--- src/rtl/sound_sched.sv ---
// sound_sched: queues one-cycle sound requests from the motion logic and plays them one at
// a time on the shared tone generator, each for DUR_FRAMES frames followed by GAP_FRAMES
// silent frames. A stop request preempts everything and flushes the queue.
//
// Ports:
//   clk_i          system clock
//   clr_ni         asynchronous active-low reset
//   frame_tick_i   one-cycle strobe per video frame
//   req_i[3:0]     request strobes: bit0 ping, bit1 pong, bit2 go, bit3 stop
//   mute_o         1 = buzzer silent
//   code_sound_o   sound being played: 00 ping, 01 pong, 10 go, 11 stop
//   busy_o         1 while playing, in the gap, or with sounds queued
//   overflow_o     sticky: a ping/pong/go request was dropped on a full queue
module sound_sched #(
   parameter int unsigned DEPTH      = 4,
   parameter int unsigned DUR_FRAMES = 6,
   parameter int unsigned GAP_FRAMES = 2
) (
   input  logic       clk_i,
   input  logic       clr_ni,
   input  logic       frame_tick_i,
   input  logic [3:0] req_i,
   output logic       mute_o,
   output logic [1:0] code_sound_o,
   output logic       busy_o,
   output logic       overflow_o
);

   localparam int unsigned PtrW = (DEPTH > 1) ? $clog2(DEPTH) : 1;
   localparam int unsigned FillW = PtrW + 1;
   localparam logic [FillW-1:0] FillFull = FillW'(DEPTH);
   localparam logic [7:0] DurLast = 8'(DUR_FRAMES);
   localparam logic [7:0] GapLast = 8'(GAP_FRAMES);

   typedef enum logic [1:0] {StIdle, StPlay, StGap} state_e;

   state_e           state_q;
   logic [7:0]       frame_cnt_q;
   logic             mute_q;
   logic [1:0]       code_q;
   logic             busy_q;
   logic             ovf_q;

   logic [1:0]       mem_q [DEPTH];
   logic [PtrW-1:0]  wr_ptr_q, rd_ptr_q;
   logic [FillW-1:0] fill_q, fill_d;

   logic             stop;
   logic             enq_req;
   logic [1:0]       enq_code;
   logic             full, empty;
   logic             push, pop;
   logic [1:0]       head;

   // Request selection: stop wins outright, otherwise go > pong > ping.
   always_comb begin
      stop     = req_i[3];
      enq_req  = ~req_i[3] & (|req_i[2:0]);
      enq_code = req_i[2] ? 2'b10 : (req_i[1] ? 2'b01 : 2'b00);
      full     = (fill_q == FillFull);
      empty    = (fill_q == '0);
      // Fullness is judged before any same-cycle pop.
      push     = enq_req & ~full;
      pop      = (state_q == StIdle) & ~empty & ~stop;
      head     = mem_q[rd_ptr_q];
      if (stop) begin
         fill_d = '0;
      end else begin
         fill_d = fill_q + FillW'(push) - FillW'(pop);
      end
   end

   always_ff @(posedge clk_i or negedge clr_ni) begin
      if (!clr_ni) begin
         wr_ptr_q <= '0;
         rd_ptr_q <= '0;
         fill_q   <= '0;
      end else begin
         fill_q <= fill_d;
         if (stop) begin
            wr_ptr_q <= '0;
            rd_ptr_q <= '0;
         end else begin
            if (push) wr_ptr_q <= wr_ptr_q + PtrW'(1);
            if (pop)  rd_ptr_q <= rd_ptr_q + PtrW'(1);
         end
      end
   end

   // Storage needs no reset: only entries between the pointers are ever read.
   always_ff @(posedge clk_i) begin
      if (push) mem_q[wr_ptr_q] <= enq_code;
   end

   always_ff @(posedge clk_i or negedge clr_ni) begin
      if (!clr_ni) begin
         state_q     <= StIdle;
         frame_cnt_q <= '0;
         mute_q      <= 1'b1;
         code_q      <= 2'b00;
         busy_q      <= 1'b0;
         ovf_q       <= 1'b0;
      end else begin
         if (enq_req && full) ovf_q <= 1'b1;
         if (stop) begin
            state_q     <= StPlay;
            code_q      <= 2'b11;
            mute_q      <= 1'b0;
            frame_cnt_q <= '0;
            busy_q      <= 1'b1;
         end else begin
            unique case (state_q)
               StIdle: begin
                  if (!empty) begin
                     state_q     <= StPlay;
                     code_q      <= head;
                     mute_q      <= 1'b0;
                     frame_cnt_q <= '0;
                     busy_q      <= 1'b1;
                  end else begin
                     mute_q <= 1'b1;
                     busy_q <= (fill_d != '0);
                  end
               end
               StPlay: begin
                  busy_q <= 1'b1;
                  if (frame_tick_i) begin
                     if (frame_cnt_q + 8'd1 == DurLast) begin
                        frame_cnt_q <= '0;
                        mute_q      <= 1'b1;
                        if (GAP_FRAMES == 0) begin
                           state_q <= StIdle;
                           busy_q  <= (fill_d != '0);
                        end else begin
                           state_q <= StGap;
                        end
                     end else begin
                        frame_cnt_q <= frame_cnt_q + 8'd1;
                     end
                  end
               end
               StGap: begin
                  busy_q <= 1'b1;
                  if (frame_tick_i) begin
                     if (frame_cnt_q + 8'd1 == GapLast) begin
                        frame_cnt_q <= '0;
                        state_q     <= StIdle;
                        busy_q      <= (fill_d != '0);
                     end else begin
                        frame_cnt_q <= frame_cnt_q + 8'd1;
                     end
                  end
               end
               default: state_q <= StIdle;
            endcase
         end
      end
   end

   assign mute_o       = mute_q;
   assign code_sound_o = code_q;
   assign busy_o       = busy_q;
   assign overflow_o   = ovf_q;

endmodule

--- config.mk ---
export PLATFORM = sky130hd
export DESIGN_NAME = sound_sched
export DESIGN_NICKNAME = d
export VERILOG_FILES = /design/src/rtl/sound_sched.sv
export SDC_FILE = /design/constraint.sdc
export NUM_CORES = 1
export LEC_CHECK = 0
export CORE_MARGIN = 2
export CORE_UTILIZATION = 37
export DETAILED_ROUTE_END_ITERATION = 16
export PLACE_DENSITY = 0.64
export SETUP_SLACK_MARGIN = 0.4
export SLEW_MARGIN = 20
export SYNTH_ARGS = -nofsm -noshare
export SYNTH_HDL_FRONTEND = slang
export SYNTH_SLANG_ARGS = --single-unit
--- constraint.sdc ---
create_clock -name clk_i -period 3.28 [get_ports clk_i]
set_input_delay 0.492 -clock clk_i [delete_from_list [all_inputs] [get_ports clk_i]]
set_output_delay 0.492 -clock clk_i [all_outputs]
set_load 0.01 [all_outputs]
Word-level counts from Yosys, hierarchy flattened
Memories as Yosys holds them, arrays and structs flattened.
Cells that the tools add are included.
{ "totals": {"register_bits": 22, "mem_bits_rw": 8, "in_bits": 7, "out_inout_bits": 5, "elab_cells": 83, "n_memories": 1} }
{ "mem_list": {"columns": ["memory", "words", "width", "rd", "rd_ports_with_merged_regs", "write_ports", "line_no", "rtl"], "rows": [
  ["mem_q", 4, 2, 1, 0, 1, "44", "logic [1:0] mem_q [DEPTH];"]
]} }
{ "classes": {"addsub": 5, "n_eq_ne": 11, "n_mux": 36, "bitwise_logic": 7, "n_reduce_logical": 14} }
{ "op_table": {"columns": ["op", "count"], "rows": [
  ["2-to-1 mux 8 bit", 6],
  ["2-to-1 mux 2 bit", 14],
  ["one-hot mux 8 bit (3 select lines)", 1],
  ["!= test 3 bit, second input constant", 5],
  ["2-to-1 mux 1 bit", 11],
  ["adder 8 x 1 -> 8 bit, second input constant", 1],
  ["== test 8 x 2 -> 1 bit, second input constant", 1],
  ["== test 8 x 3 -> 1 bit, second input constant", 1],
  ["one-hot mux 2 bit (3 select lines)", 1],
  ["nonzero test 2 bit", 3],
  ["nonzero test 3 bit", 2],
  ["AND reduction 5 bit", 1],
  ["adder 2 x 1 -> 2 bit, second input constant", 2],
  ["AND 1 bit", 4],
  ["AND reduction 4 bit", 1],
  ["nonzero test 4 bit", 1],
  ["adder 3 x 1 -> 3 bit", 1],
  ["== test 3 bit, second input constant", 1],
  ["zero test 3 bit", 1],
  ["2-to-1 mux 3 bit", 1],
  ["inverter 1 bit", 3],
  ["one-hot mux 1 bit (3 select lines)", 1],
  ["AND reduction 3 bit", 1],
  ["OR reduction 3 bit", 1],
  ["other kinds (8)", 8]
]} }

Logic depth before layout (Yosys ltp)
{ "depth": {"ltp_word": 11, "depth_mapped": 14, "mapped_depth_nobuf": 14} }

Worst setup path before layout
Ideal clock, no wire load.
{ "synth_path": {"kind": "register to register", "start": "register fill_q[1]", "end": "register busy_q (netlist: busy_o)", "setup_time_ps": 126, "arrival_ps": 2931, "required_ps": 3154, "path_slack_ps": 223, "path_stages_with_launch": 15, "path_buffers": 1, "period_less_slack_ps": 3057, "path_cell_list": "dfrtp_1 > buf_2 > nor2_1 > a211oi_1 > inv_1 > ha_1 > inv_1 > ha_1 > inv_1 > fa_1 > xnor3_1 > a31oi_1 > nor3_1 > nand4_1 > a311o_1"} }
{ "synth_via": {"elab_chain_cells": 11, "word_cells_on_any_way": 16, "cone_classes": "add/sub: 2; eq/ne: 1; mux: 6; bitwise: 5; reduce/logical: 2"} }
{ "synth_rtl": {"columns": ["item", "line_no", "rtl"], "rows": [
  ["start: declaration", "46", "logic [FillW-1:0] fill_q, fill_d;"],
  ["start signal: assignment", "79", "fill_q <= fill_d;"],
  ["== test 3 bit or zero test 3 bit (tied branches)", "60, 61", null],
  ["inverter 1 bit, on equally long branches", "63, 64", null],
  ["AND 1 bit, on equally long branches", "63, 64", null],
  ["adder 3 x 1 -> 3 bit or AND 1 bit (tied branches)", "69, 64", null],
  ["subtractor 3 x 1 -> 3 bit", "69", "fill_d = fill_q + FillW'(push) - FillW'(pop);"],
  ["2-to-1 mux 3 bit", "66", "if (stop) begin"],
  ["nonzero test 3 bit", "122, 148", null],
  ["2-to-1 mux 1 bit", "145", "if (frame_cnt_q + 8'd1 == GapLast) begin"],
  ["2-to-1 mux 1 bit", "144", "if (frame_tick_i) begin"],
  ["one-hot mux 1 bit (3 select lines) (*)", "112", "unique case (state_q)"],
  ["2-to-1 mux 1 bit (*)", "105", "if (stop) begin"],
  ["end signal: assignment", "122", "busy_q <= (fill_d != '0);"],
  ["end signal: assignment", "133", "busy_q <= (fill_d != '0);"],
  ["end signal: assignment", "148", "busy_q <= (fill_d != '0);"],
  ["end: declaration", "41", "logic busy_q;"]
]} }
Every way passes the cells marked *; elsewhere a longest branch is shown, timed or not.
A chain may end at the register's enable or synchronous reset.

Worst setup path in the final report
{ "layout_path": {"start": "register fill_q[2]", "end": "register busy_q (netlist: busy_o)"} }
Same word-level chain as after synthesis.

==> impl_metrics.env <==
export IMPL_initial_core_util_pct=39.2
export IMPL_met1_usage_pct=19.2
export IMPL_io_pins=12
export IMPL_rows=25
export IMPL_crit_path_cell_trace="buf_4 > a211oi_2 > inv_1 > ha_4 > inv_1 > ha_1 > inv_1 > fa_2 > xnor3_1 > a31oi_1 > nor3_1 > nand4_1 > a311o_1"
export IMPL_first_pass_iters=4
export IMPL_ys_flop_type="dfrtp_1"
export IMPL_reg2reg_slack_ps=460
export IMPL_maxCapViolCount=0
export IMPL_fin_crit_sh_pct=86.1
export IMPL_setup_worst_path_start_class="flip-flop"
export IMPL_total_leakage_power_uw=0.000926
export IMPL_worstPathMaxFanout=4
export IMPL_fmax_mhz=354
export IMPL_layout_common_cells="dfrtp_1 (20), nor2_1 (15), buf_4 (13)"
export IMPL_drc=0
export IMPL_cts_tree="built"
export IMPL_core_area_sq_um=4820
export IMPL_timing_final_crit_period_ps=2820
export IMPL_grt_pass1_wl_mm=5.92
export IMPL_min_path_type="in2async"
export IMPL_dieArea_sq_um=5690
export IMPL_fillers=470
export IMPL_cp_data_arrival_time_ps=2990
export IMPL_grt_use_met2_pct=21.1
export IMPL_drtIter0Drc=82
export IMPL_vias_per_cell=5.13
export IMPL_antenna_found_initial=0
export IMPL_netlist_instances=177
export IMPL_grt_util_all_layers_pct=13.8
export IMPL_netlist_area_sq_um=1890
export IMPL_wl_mm=3.58
export IMPL_cts_sinks=30
export IMPL_grt_pass1_vias=1293
export IMPL_maxSlewHeadroom_pct=65.7
export IMPL_ant_nets=0
export IMPL_ff2ff_path_depth=13
export IMPL_final_common_cell="dfrtp_1"
export IMPL_multi_input_area_sq_um=1040
export IMPL_avgSynthCellArea_sq_um=10.7
export IMPL_drive_above_1_share_pct=22.8
export IMPL_hold_buffers=0
export IMPL_synth_distinct_cells=53
export IMPL_status="complete, no violations"
export IMPL_via_count=1381
export IMPL_n_antenna_cell=0
export IMPL_ys_warn_count=0
export IMPL_synth_top_area_share_pct=27.8
export IMPL_power_uw=1740
export IMPL_htreeDepth=2
export IMPL_clk_path_buf_depth=2
export IMPL_r2r_start="fill_q[2]"
export IMPL_critPathMostFrequentCell="inv_1"
export IMPL_yosysSeqAreaShare_pct=41.9
export IMPL_gp_congestion=0.764
export IMPL_end_kind="flip-flop"
export IMPL_drv_slew=0
export IMPL_postSynthNetCount=197
export IMPL_regArea_sq_um=793
export IMPL_report_final_hold_viol_count=0
export IMPL_wl_per_cell_microns=13.3
export IMPL_fin_skew_ps=4.12
export IMPL_async_flop_share_pct=73.3
export IMPL_cp_data_required_time_ps=3450
export IMPL_fp_dieW_microns=75.4
export IMPL_slowest_delay_ps=410
export IMPL_setup_violations=0
export IMPL_peakVddDrop_v=0.000507
export IMPL_cts_buffers=5
export IMPL_nets=221
export IMPL_clk_insertion_delay_late_ps=280
export IMPL_synth_edf_count=8
export IMPL_cts_root_buf="clkbuf_8"
export IMPL_tns_ps=0
export IMPL_synth_top_cells_by_area="dfrtp_1 (28%), edfxtp_1 (13%), ha_1 (8.0%)"
export IMPL_grt_busiest_layer="met2"
export IMPL_dieHeight_microns=75.4
export IMPL_numPortBuffers=11
export IMPL_flow_area_growth_from_synthesis_pct=21.5
export IMPL_grt_overflow=0
export IMPL_dpl_hpwl_mm=2.54
export IMPL_powerDensity_nw_per_um2=759
export IMPL_yosysTopAreaCell="dfrtp_1"
export IMPL_grt_max_degree=23
export IMPL_rsz0062_at_grt="false"
export IMPL_tightest_slew_ps=515
export IMPL_synth_seq_cells=30
export IMPL_met3_usage_pct=2.78
export IMPL_reg2reg_to="busy_o"
export IMPL_crit_slowest_cell="dfrtp_1"
export IMPL_cts_clk_slew_worst_paths_ps=70
export IMPL_path_class="reg2reg"
[worst max-delay path by stage]
stage                         start      to  cells past startpoint
after floorplan           fill_q[1]  busy_o                     13
final                     fill_q[2]  busy_o                     13
after detailed placement   req_i[2]  busy_o                     14
after CTS                 fill_q[1]  busy_o                     13
after global placement     req_i[2]  busy_o                     14
after global routing      fill_q[2]  busy_o                     13
[report_power, final]
part	internal, uW	switching, uW
logic	369	381
registers	469	76.7
clock network	301	143
[metrics by stage]
step	cells	hold slack, ps	util [%]	instance area [sq um]	setup slack (ps)
floorplan	177	196	-	1900	427
global placement	256	452	43.3	2090	45.5
detailed placement	256	459	43.3	2090	-25.7
CTS	266	475	46.5	2240	407
global route	269	219	47.6	2290	298
finish	269	177	47.6	2290	457
[per-layer routing]
layer  routed length [microns]  vias up
li1                          -      692
met1                      1710      666
met2                      1730       19
met3                        98        4
met4                        45        0
met5                         0        -
[kinds of logic after synthesis]
group           Yosys count  synth area share, %
flops                    30                 41.9
compound gates           41                 16.7
mux                       4                 3.45
buf+inv                  19                 6.03
xor+xnor                  7                 3.98
fa+ha+maj                13                 9.01
simple gates             63                 18.9
[sequential cells by signal, summed over array words and instances, names as in the netlist]
name and flops:
code_sound_o 2, fill_q 3, busy_o 1, wr_ptr_q 2, overflow_o 1, frame_cnt_q 8
rd_ptr_q 2, mute_o 1, state_q 2, mem_q 8
[critical path, delay by kind of cell (launching register included)]
family / cells / cell delay (ps)
xor gates and xnor gates: 1 / 240
and+or+nand+nor: 2 / 290
buffers and inverters: 4 / 390
adders and majority gates: 3 / 710
DFF: 1 / 410
AOI/OAI and AO/OA: 3 / 670
[final cells by class]
type                    count  area share (%)
well taps                  67            3.66
flip-flops and latches     30            34.6
clock inverters             3            2.78
clock buffers               5            3.00
repair buffers             24            8.78
inverters                  12            1.96
multi-input cells         128            45.2
[cells in the mapped netlist (all sizes together), types with 3 or more instances]
cell,count
and2,5
nand4,3
nor2,16
edfxtp,8
nor2b,6
and3,4
dfrtp,21
o31ai,4
or3,5
nand2,10
a31oi,4
a21oi,4
ha,12
o21ai,10
xnor2,5
nand3,6
inv,12
a31o,3
a311oi,3
a211oi,4
buf,7
[what timing repair did]
action	in CTS	in global routing
buffers inserted	2	3
endpoints found under the setup margin	1	1
pin swaps	4	4
resized for setup	5	7
cloned	0	0
hold endpoints to repair	0	0
(Power assumes the default switching activity.)
